===== config.mk =====
export PLATFORM = sky130hd
export DESIGN_NAME = pipeline_hazard_ctrl
export DESIGN_NICKNAME = d
export VERILOG_FILES = /design/src/rtl/haz_pkg.sv /design/src/rtl/haz_src_check.sv /design/src/rtl/pipeline_hazard_ctrl.sv
export SDC_FILE = /design/constraint.sdc
export NUM_CORES = 1
export LEC_CHECK = 0
export CAP_MARGIN = 10
export CORE_UTILIZATION = 40
export DETAILED_ROUTE_END_ITERATION = 6
export GPL_TIMING_DRIVEN = 0
export PLACE_DENSITY_LB_ADDON = 0.3
export SYNTH_ARGS = -nofsm -noshare
export SYNTH_HDL_FRONTEND = slang
export SYNTH_SLANG_ARGS = --single-unit
export TNS_END_PERCENT = 100

===== constraint.sdc =====
create_clock -name clk -period 4.3 [get_ports clk]
set_clock_uncertainty 0.15 [all_clocks]
set_input_delay 1.075 -clock clk [delete_from_list [all_inputs] [get_ports clk]]
set_output_delay 1.075 -clock clk [all_outputs]
set_load 0.005 [all_outputs]

===== src/rtl/haz_pkg.sv =====
// Shared types for the pipeline hazard controller: forwarding selects,
// scoreboard entry layout and the zero-register index.
package haz_pkg;

  localparam logic [4:0] XZR = 5'd31;

  typedef enum logic [1:0] {
    FWD_REG   = 2'b00,
    FWD_EXMEM = 2'b01,
    FWD_MEMWB = 2'b10
  } fwd_sel_t;

  typedef struct packed {
    logic       valid;
    logic [4:0] rd;
    logic [4:0] rn;
    logic [4:0] rm;
    logic       use_rn;
    logic       use_rm;
    logic       reg_write;
    logic       mem_read;
    logic       flag_set;
  } sb_entry_t;

endpackage


===== src/rtl/haz_src_check.sv =====
// Compares one source register against one in-flight writer; writes to XZR
// never match, since X31 reads as zero regardless of any writer.
module haz_src_check
  import haz_pkg::*;
(
  input  logic [4:0] src,
  input  logic       src_used,
  input  sb_entry_t  entry,
  output logic       match,
  output logic       is_load
);

  assign match   = src_used & entry.valid & entry.reg_write &
                   (entry.rd == src) & (src != XZR);
  assign is_load = match & entry.mem_read;

  logic unused_fields;
  assign unused_fields = ^{entry.rn, entry.rm, entry.use_rn, entry.use_rm, entry.flag_set};

endmodule


===== src/rtl/pipeline_hazard_ctrl.sv =====
// Hazard/forwarding/stall controller for the 5-stage pipeline.
// Define HAZ_FORWARD_EN to enable forwarding; otherwise every RAW hazard stalls.
module pipeline_hazard_ctrl
  import haz_pkg::*;
(
  input  logic        clk,
  input  logic        reset,
  input  logic        id_valid,
  input  logic [4:0]  id_rn,
  input  logic [4:0]  id_rm,
  input  logic        id_use_rn,
  input  logic        id_use_rm,
  input  logic [4:0]  id_rd,
  input  logic        id_reg_write,
  input  logic        id_mem_read,
  input  logic        id_flag_set,
  input  logic        id_cbz,
  input  logic        id_bcond,
  input  logic        id_br_taken,
  output logic        stall,
  output logic        flush_if,
  output logic        id_kill,
  output logic [1:0]  fwd_a,
  output logic [1:0]  fwd_b,
  output logic [1:0]  fwd_cbz,
  output logic        fwd_flags,
  output logic [15:0] stall_cnt
);

  sb_entry_t   ex_q, mem_q, wb_q, id_entry;
  sb_entry_t   stage [3];
  logic        squash_q, boot_q;
  logic [15:0] cnt_q;
  logic        id_live;
  logic [4:0]  id_src [2];
  logic        id_use [2];
  logic [4:0]  ex_src [2];
  logic        ex_use [2];
  logic        id_hit [2][3];
  logic        id_ld  [2][3];
  logic        ex_hit [2][2];
  logic        ex_ld  [2][2];
  logic        stall_raw, flags_raw;
  fwd_sel_t    fwd_a_raw, fwd_b_raw, fwd_cbz_raw;

  assign id_live   = id_valid & ~squash_q;
  assign id_src[0] = id_rn;
  assign id_src[1] = id_rm;
  assign id_use[0] = id_live & id_use_rn;
  assign id_use[1] = id_live & id_use_rm;
  assign ex_src[0] = ex_q.rn;
  assign ex_src[1] = ex_q.rm;
  assign ex_use[0] = ex_q.valid & ex_q.use_rn;
  assign ex_use[1] = ex_q.valid & ex_q.use_rm;
  assign stage[0]  = ex_q;
  assign stage[1]  = mem_q;
  assign stage[2]  = wb_q;

  assign id_entry = '{valid: 1'b1, rd: id_rd, rn: id_rn, rm: id_rm,
                      use_rn: id_use_rn, use_rm: id_use_rm, reg_write: id_reg_write,
                      mem_read: id_mem_read, flag_set: id_flag_set};

  // ID sources against EX/MEM/WB writers; EX operands against MEM/WB writers.
  for (genvar gi = 0; gi < 2; gi++) begin : g_src
    for (genvar gj = 0; gj < 3; gj++) begin : g_id
      haz_src_check u_id (
        .src(id_src[gi]), .src_used(id_use[gi]), .entry(stage[gj]),
        .match(id_hit[gi][gj]), .is_load(id_ld[gi][gj])
      );
    end
    for (genvar gj = 0; gj < 2; gj++) begin : g_ex
      haz_src_check u_ex (
        .src(ex_src[gi]), .src_used(ex_use[gi]), .entry(stage[gj+1]),
        .match(ex_hit[gi][gj]), .is_load(ex_ld[gi][gj])
      );
    end
  end

  always_comb begin
    stall_raw   = 1'b0;
    flags_raw   = 1'b0;
    fwd_a_raw   = FWD_REG;
    fwd_b_raw   = FWD_REG;
    fwd_cbz_raw = FWD_REG;
`ifdef HAZ_FORWARD_EN
    // CBZ compares in ID, so an EX-stage result or a MEM-stage load is too late.
    stall_raw = id_ld[0][0] | id_ld[1][0] |
                (id_cbz & (id_hit[1][0] | id_ld[1][1]));
    if (id_cbz) begin
      if (id_hit[1][1] & ~id_ld[1][1]) fwd_cbz_raw = FWD_EXMEM;
      else if (id_hit[1][2])           fwd_cbz_raw = FWD_MEMWB;
    end
    if (ex_hit[0][0] & ~ex_ld[0][0]) fwd_a_raw = FWD_EXMEM;
    else if (ex_hit[0][1])           fwd_a_raw = FWD_MEMWB;
    if (ex_hit[1][0] & ~ex_ld[1][0]) fwd_b_raw = FWD_EXMEM;
    else if (ex_hit[1][1])           fwd_b_raw = FWD_MEMWB;
    flags_raw = id_live & id_bcond & ex_q.valid & ex_q.flag_set;
`else
    stall_raw = id_hit[0][0] | id_hit[0][1] | id_hit[0][2] |
                id_hit[1][0] | id_hit[1][1] | id_hit[1][2] |
                (id_live & id_bcond & ((ex_q.valid & ex_q.flag_set) |
                                       (mem_q.valid & mem_q.flag_set)));
`endif
  end

  // boot_q masks all control outputs during reset and the first cycle after it.
  assign stall     = ~boot_q & stall_raw;
  assign flush_if  = ~boot_q & id_live & id_br_taken & ~stall_raw;
  assign id_kill   = squash_q;
  assign fwd_a     = boot_q ? FWD_REG : fwd_a_raw;
  assign fwd_b     = boot_q ? FWD_REG : fwd_b_raw;
  assign fwd_cbz   = boot_q ? FWD_REG : fwd_cbz_raw;
  assign fwd_flags = ~boot_q & flags_raw;
  assign stall_cnt = cnt_q;

  always_ff @(posedge clk or posedge reset) begin
    if (reset) begin
      ex_q     <= '0;
      mem_q    <= '0;
      wb_q     <= '0;
      squash_q <= 1'b0;
      boot_q   <= 1'b1;
      cnt_q    <= '0;
    end else begin
      boot_q   <= 1'b0;
      wb_q     <= mem_q;
      mem_q    <= ex_q;
      ex_q     <= (id_live & ~stall) ? id_entry : '0;
      squash_q <= flush_if;
      if (stall && cnt_q != 16'hFFFF) cnt_q <= cnt_q + 16'd1;
    end
  end

  logic unused_sinks;
`ifdef HAZ_FORWARD_EN
  assign unused_sinks = ^{id_ld[0][1], id_ld[0][2], id_ld[1][2], ex_ld[0][1], ex_ld[1][1]};
`else
  assign unused_sinks = ^{id_cbz, id_ld[0][0], id_ld[0][1], id_ld[0][2], id_ld[1][0],
                          id_ld[1][1], id_ld[1][2], ex_hit[0][0], ex_hit[0][1],
                          ex_hit[1][0], ex_hit[1][1], ex_ld[0][0], ex_ld[0][1],
                          ex_ld[1][0], ex_ld[1][1]};
`endif

endmodule


[Word-level counts from Yosys, hierarchy flattened]
Cells that the tools add are included.
Operators by class
  bitwise logic cells: 47
  add/sub/neg operators: 1
  eq/ne operators: 9
  reduce and logical (&&, ||, !) cells: 1
  mux-type cells: 1
Operator list (number)
  $and 1x1->1: 36
  $eq 5x5->1: 6
  $mux 21: 1
  $add 16x1->16 const B: 1
  $ne 16x16->1 const B: 1
  $ne 5x5->1 const B: 2
  $or 1x1->1: 7
  $not 1->1: 4
  $logic_and 1x1->1: 1
Word-level totals
  input bits: 26
  flip-flop bits (word level): 41
  output and inout port bits: 26

[Depth between registers and ports, before layout]
  depth after elaboration: 17
  depth in mapped cells: 9
  gate-level depth less buffers: 7

[Modules after synthesis]
Synthesis repeated with hierarchy kept, for this count alone.
Second synthesis, totals
  cells, all modules: 255
  area total of the unflattened synthesis: 3220.6 um^2
By module, submodules not included
  pipeline_hazard_ctrl: times used 1, sequential area each 2028.2 um^2, cells each 177, area an instance 2695.1 um^2
  haz_src_check: times used 6, sequential area each 0.0 um^2, cells each 13, area an instance 87.6 um^2

[Least setup slack after synthesis]
No wires, ideal clock.
  path type: input to output
  start point: input port id_rm[3]
  end point: output port stall
  data arrival time: 2.235 ns
  stages: 8
  path buffers: 2
  path slack: 0.840 ns
  data required time: 3.075 ns
  cell sequence: xor2_1 -> nor4_1 -> nand4_1 -> a31oi_1 -> a211o_1 -> buf_6 -> buf_6 -> and2_1
Between the ends
  word-level cells in the longest chain between the ends: 8
  elaborated cells between the ends (all ways): 15
  classes of those cells: eq/ne: 4; bitwise: 11
Ends and longest elaborated chain
  start, declared: RTL line pipeline_hazard_ctrl.sv:10  | input logic [4:0] id_rm,
  $eq 5x5->1: RTL line haz_src_check.sv:14  | (entry.rd == src) & (src != XZR);
  $and 1x1->1: RTL line haz_src_check.sv:13  | assign match = src_used & entry.valid & entry.reg_write &
  $and 1x1->1: RTL line haz_src_check.sv:14
  $or 1x1->1: RTL line pipeline_hazard_ctrl.sv:99  | stall_raw = id_hit[0][0] | id_hit[0][1] | id_hit[0][2] |
  $or 1x1->1: RTL line pipeline_hazard_ctrl.sv:100  | id_hit[1][0] | id_hit[1][1] | id_hit[1][2] |
  $or 1x1->1 (*) (2 in series): RTL line pipeline_hazard_ctrl.sv:100
  $and 1x1->1 (*): RTL line pipeline_hazard_ctrl.sv:107  | assign stall = ~boot_q & stall_raw;
  end, declared: RTL line pipeline_hazard_ctrl.sv:20  | output logic stall,
Mark *: on every way between the ends. The rest lies on a longest branch, timed or not.

[Final worst setup path]
  start point: input port id_valid
  end point: output port flush_if
Between the ends
  word-level cells in the longest chain between the ends: 14
  elaborated cells between the ends (all ways): 39
  classes of those cells: bitwise: 39
Ends and longest elaborated chain
  start, declared: RTL line pipeline_hazard_ctrl.sv:8  | input logic id_valid,
  $and 1x1->1 (*): RTL line pipeline_hazard_ctrl.sv:46  | assign id_live = id_valid & ~squash_q;
  $and 1x1->1: RTL line pipeline_hazard_ctrl.sv:49  | assign id_use[0] = id_live & id_use_rn;
  $and 1x1->1 (3 in series): RTL line haz_src_check.sv:13
  $and 1x1->1: RTL line haz_src_check.sv:14
  $or 1x1->1 (3 in series): RTL line pipeline_hazard_ctrl.sv:99
  $or 1x1->1 (3 in series): RTL line pipeline_hazard_ctrl.sv:100
  $not 1->1: RTL line pipeline_hazard_ctrl.sv:108  | assign flush_if = ~boot_q & id_live & id_br_taken & ~stall_raw;
  $and 1x1->1 (*): RTL line pipeline_hazard_ctrl.sv:108
  end, declared: RTL line pipeline_hazard_ctrl.sv:21  | output logic flush_if,
Marks and branches as above.

==> results.yml <==
detailed_routing:
  drt-initial-drc-count: 49
  vias_per_cell: 4.774
  dr.pass1.iters: 4
  wl_um: 3949
  route.detailed.wl_per_inst_um: 13.34
  vias: 1413
  drc: 0
  drtAntennaViolNets: 0
synth:
  synth-seq-cells: 41
  netlist_instances: 171
  syn_area_per_cell_um2: 11.64
  synth_top_family_by_area: "simple AND/OR/NAND/NOR gates"
  synthMuxAreaShare_pct: 0.7542
  ys_seq_area_share_pct: 51.60
  synthXorXnorAreaFrac_pct: 19.80
  synthSimpleGateAreaFrac_pct: 20.05
  yosys_warnings: 0
  synthAdderAreaFrac_pct: 0.6285
  synthDistinctLibCells: 28
  synth-compound-area-share_pct: 2.640
  netlist_area_um2: 1991
finish:
  fin_nets: 255
  final_cell_mix: "dfrtp_1 (40), clkdlybuf4s50_1 (30), xor2_1 (24)"
  multi_input_area_um2: 924.6
  drive_above_1_share_pct: 14.41
  area_delta_synth_final_pct: 34.07
  final_cell_area_um2: 2669
  antennaDiodeCount: 0
  seqCellArea_um2: 1027
  n_fill_cell: 426
  final_common_cell: "dfrtp_1"
sta:
  grt_setup_unrepaired: "false"
  fin_crit_sh_pct: 95.64
  final-max-slew-violation-count: 0
  setup_viol: 0
  worst_slew_pin_slew_ns: 0.8203
  slew_headroom_pct: 45.23
  hold_violations: 0
  timing.hold.ws_ns: 0.2338
  fmax_mhz: 243.1
  finalCriticalPeriod_ns: 4.113
setup_path:
  path_buf_inv: 4
  critPathSlowestCell: "clkdlybuf4s50_1"
  criticalPathCategory: "primary input to primary output"
  arrival_ns: 2.89
  r2r-end: "stall_cnt[1]"
  crit_family: "buffers and inverters"
  worst_ep_required_time_ns: 3.07
  r2r_slack_ns: 1.98
  crit_path_start: "id_valid"
  rr_worst_depth: 9
  path_max_fanout: 10
  reg2reg_from: "ex_q[18]"
  max_stage_delay_ns: 0.43
  crit_path_start_kind: "primary input"
  worstPathCellList: "clkdlybuf4s50_1 -> nor2b_2 -> nand2_1 -> a31oi_1 -> a211o_1 -> buf_6 -> buf_6 -> nor4_2 -> dlygate4sd2_1"
  endpoint_kind: "primary output"
  timing.critical_path.mode_cell: "buf_6"
min_path:
  hold_path_class: "flop to flop"
  hold_start: "ex_q[0]"
  whs_path_depth: 0
  hold-path-endpoint: "mem_q[0]"
job:
  drv_cap: 0
floorplan:
  fp.dieArea_um2: 5263
  initial_core_util_pct: 41.87
  core-area_um2: 4755
  die_w_um: 72.55
  die_h_um: 72.55
  io_pins: 52
  rows: 25
cts:
  postCtsHoldBufs: 0
  clock_sinks: 41
  clock_latency_ns: 0.29
  cts_buffer_depth: 2
  cts-root-buf: "clkbuf_8"
  htree_levels: 2
  clk_pin_slew_ns: 0.08
  cts_tree: "built"
  cts_buffers: 5
pwr:
  power_density_nw_per_um2: 353.2
  peakVddDrop_mv: 0.2910
  leakage_nw: 1.238
grt:
  grt_pass1_wl_um: 6693
  globalRoute.totalOverflow: 0
  grt_max_degree: 42
  grt_antenna_before_repair: 0
  track_usage_pct: 17.00
  grt_pass1_vias: 1470
placement:
  hpwl_um: 2935
  placed_cell_area_um2: 2521
  place.port_buffers: 42
  gp_routability_congestion: 0.8478
status:
  status: "complete, no violations"
[cell type report]
class / instances / share of cell area, %
Clock buffer: 5 / 2.579
Inverter: 3 / 0.4219
Timing Repair Buffer: 43 / 15.33
Tap cell: 67 / 3.141
Multi-Input combinational cell: 125 / 34.65
Sequential cell: 41 / 38.49
Buffer: 9 / 2.813
Clock inverter: 3 / 2.579
[per-layer routing]
layer	part of all wire, %	track usage (%)
met5	0	0
met3	5.4	4.583
met1	44	20.96
met2	49	28.66
met4	1.2	6.100
[worst max path at each step]
stage                    end  slack [ns]  cells past startpoint
floorplan              stall        0.84                      8
global placement    flush_if       -0.57                     10
detailed placement  flush_if       -0.53                     10
CTS                 flush_if        0.18                      9
global route        flush_if        0.06                     10
finish              flush_if        0.19                      9
[stage by stage]
step                      setup slack, ns  TNS, ns  std cells  power (mW)  util, %
final                              0.1873        0        296      0.9425    56.13
after floorplan                    0.8397        0        178      0.5135        -
after global routing              0.05717        0        296      0.9923    56.13
after detailed placement          -0.5329  -0.9691        287      0.5836    53.03
after global placement            -0.5679   -1.025        287      0.5817    53.03
after CTS                          0.1794        0        296      0.9555    56.13
[Yosys cell counts, drive strengths merged]
master,count,area share (%)
and4,1,0.44
nor2b,1,0.31
mux2,1,0.75
a21oi,1,0.82
conb,1,0.19
nand2,6,1.1
buf,9,3.8
nand2b,1,0.31
nand4,11,4.2
xor2,24,11
nor3b,2,0.75
nor2,2,0.38
o211ai,1,0.38
ha,1,0.63
xnor2,21,9.2
and2,11,3.5
dfrtp,40,50
a211o,1,0.44
nor4,7,2.2
and3,11,3.5
dfstp,1,1.3
nand3,11,3.4
inv,3,0.57
a22oi,1,0.38
a31oi,2,0.63
[registers in the layout (all words and copies together), names as in the netlist]
name / cells
boot_q: 1
ex_q: 8
id_kill: 1
mem_q: 8
stage: 7
stall_cnt: 16
[where the power goes]
part           switching (mW)  internal (mW)  total (mW)
clock network           0.135          0.234       0.368
registers              0.0259          0.411       0.437
logic                  0.0602         0.0776       0.138
total                   0.221          0.722       0.943
[logic make-up after synthesis]
| family | after synthesis |
|---|---|
| muxes | 1 |
| other | 1 |
| adders and majority gates | 1 |
| AOI/OAI and AO/OA | 6 |
| buffers and inverters | 12 |
| and+or+nand+nor | 64 |
| xor gates and xnor gates | 45 |
| DFF | 41 |
[what timing repair did]
item | 4_1_cts | 5_1_grt
resized for setup | 31 | 0
setup endpoints to repair | 2 | 0
setup buffers | 1 | 0
[worst register-to-register path, cell delays in order (launching register included)]
cell and delay [ns]:
dfrtp_1 0.42, xor2_1 0.17, nor4_1 0.34, nand4_1 0.15, a31oi_1 0.16, a211o_1 0.14, buf_6 0.10, buf_4 0.18
nand3_4 0.10, mux2_4 0.30
(Power assumes the default switching activity.)
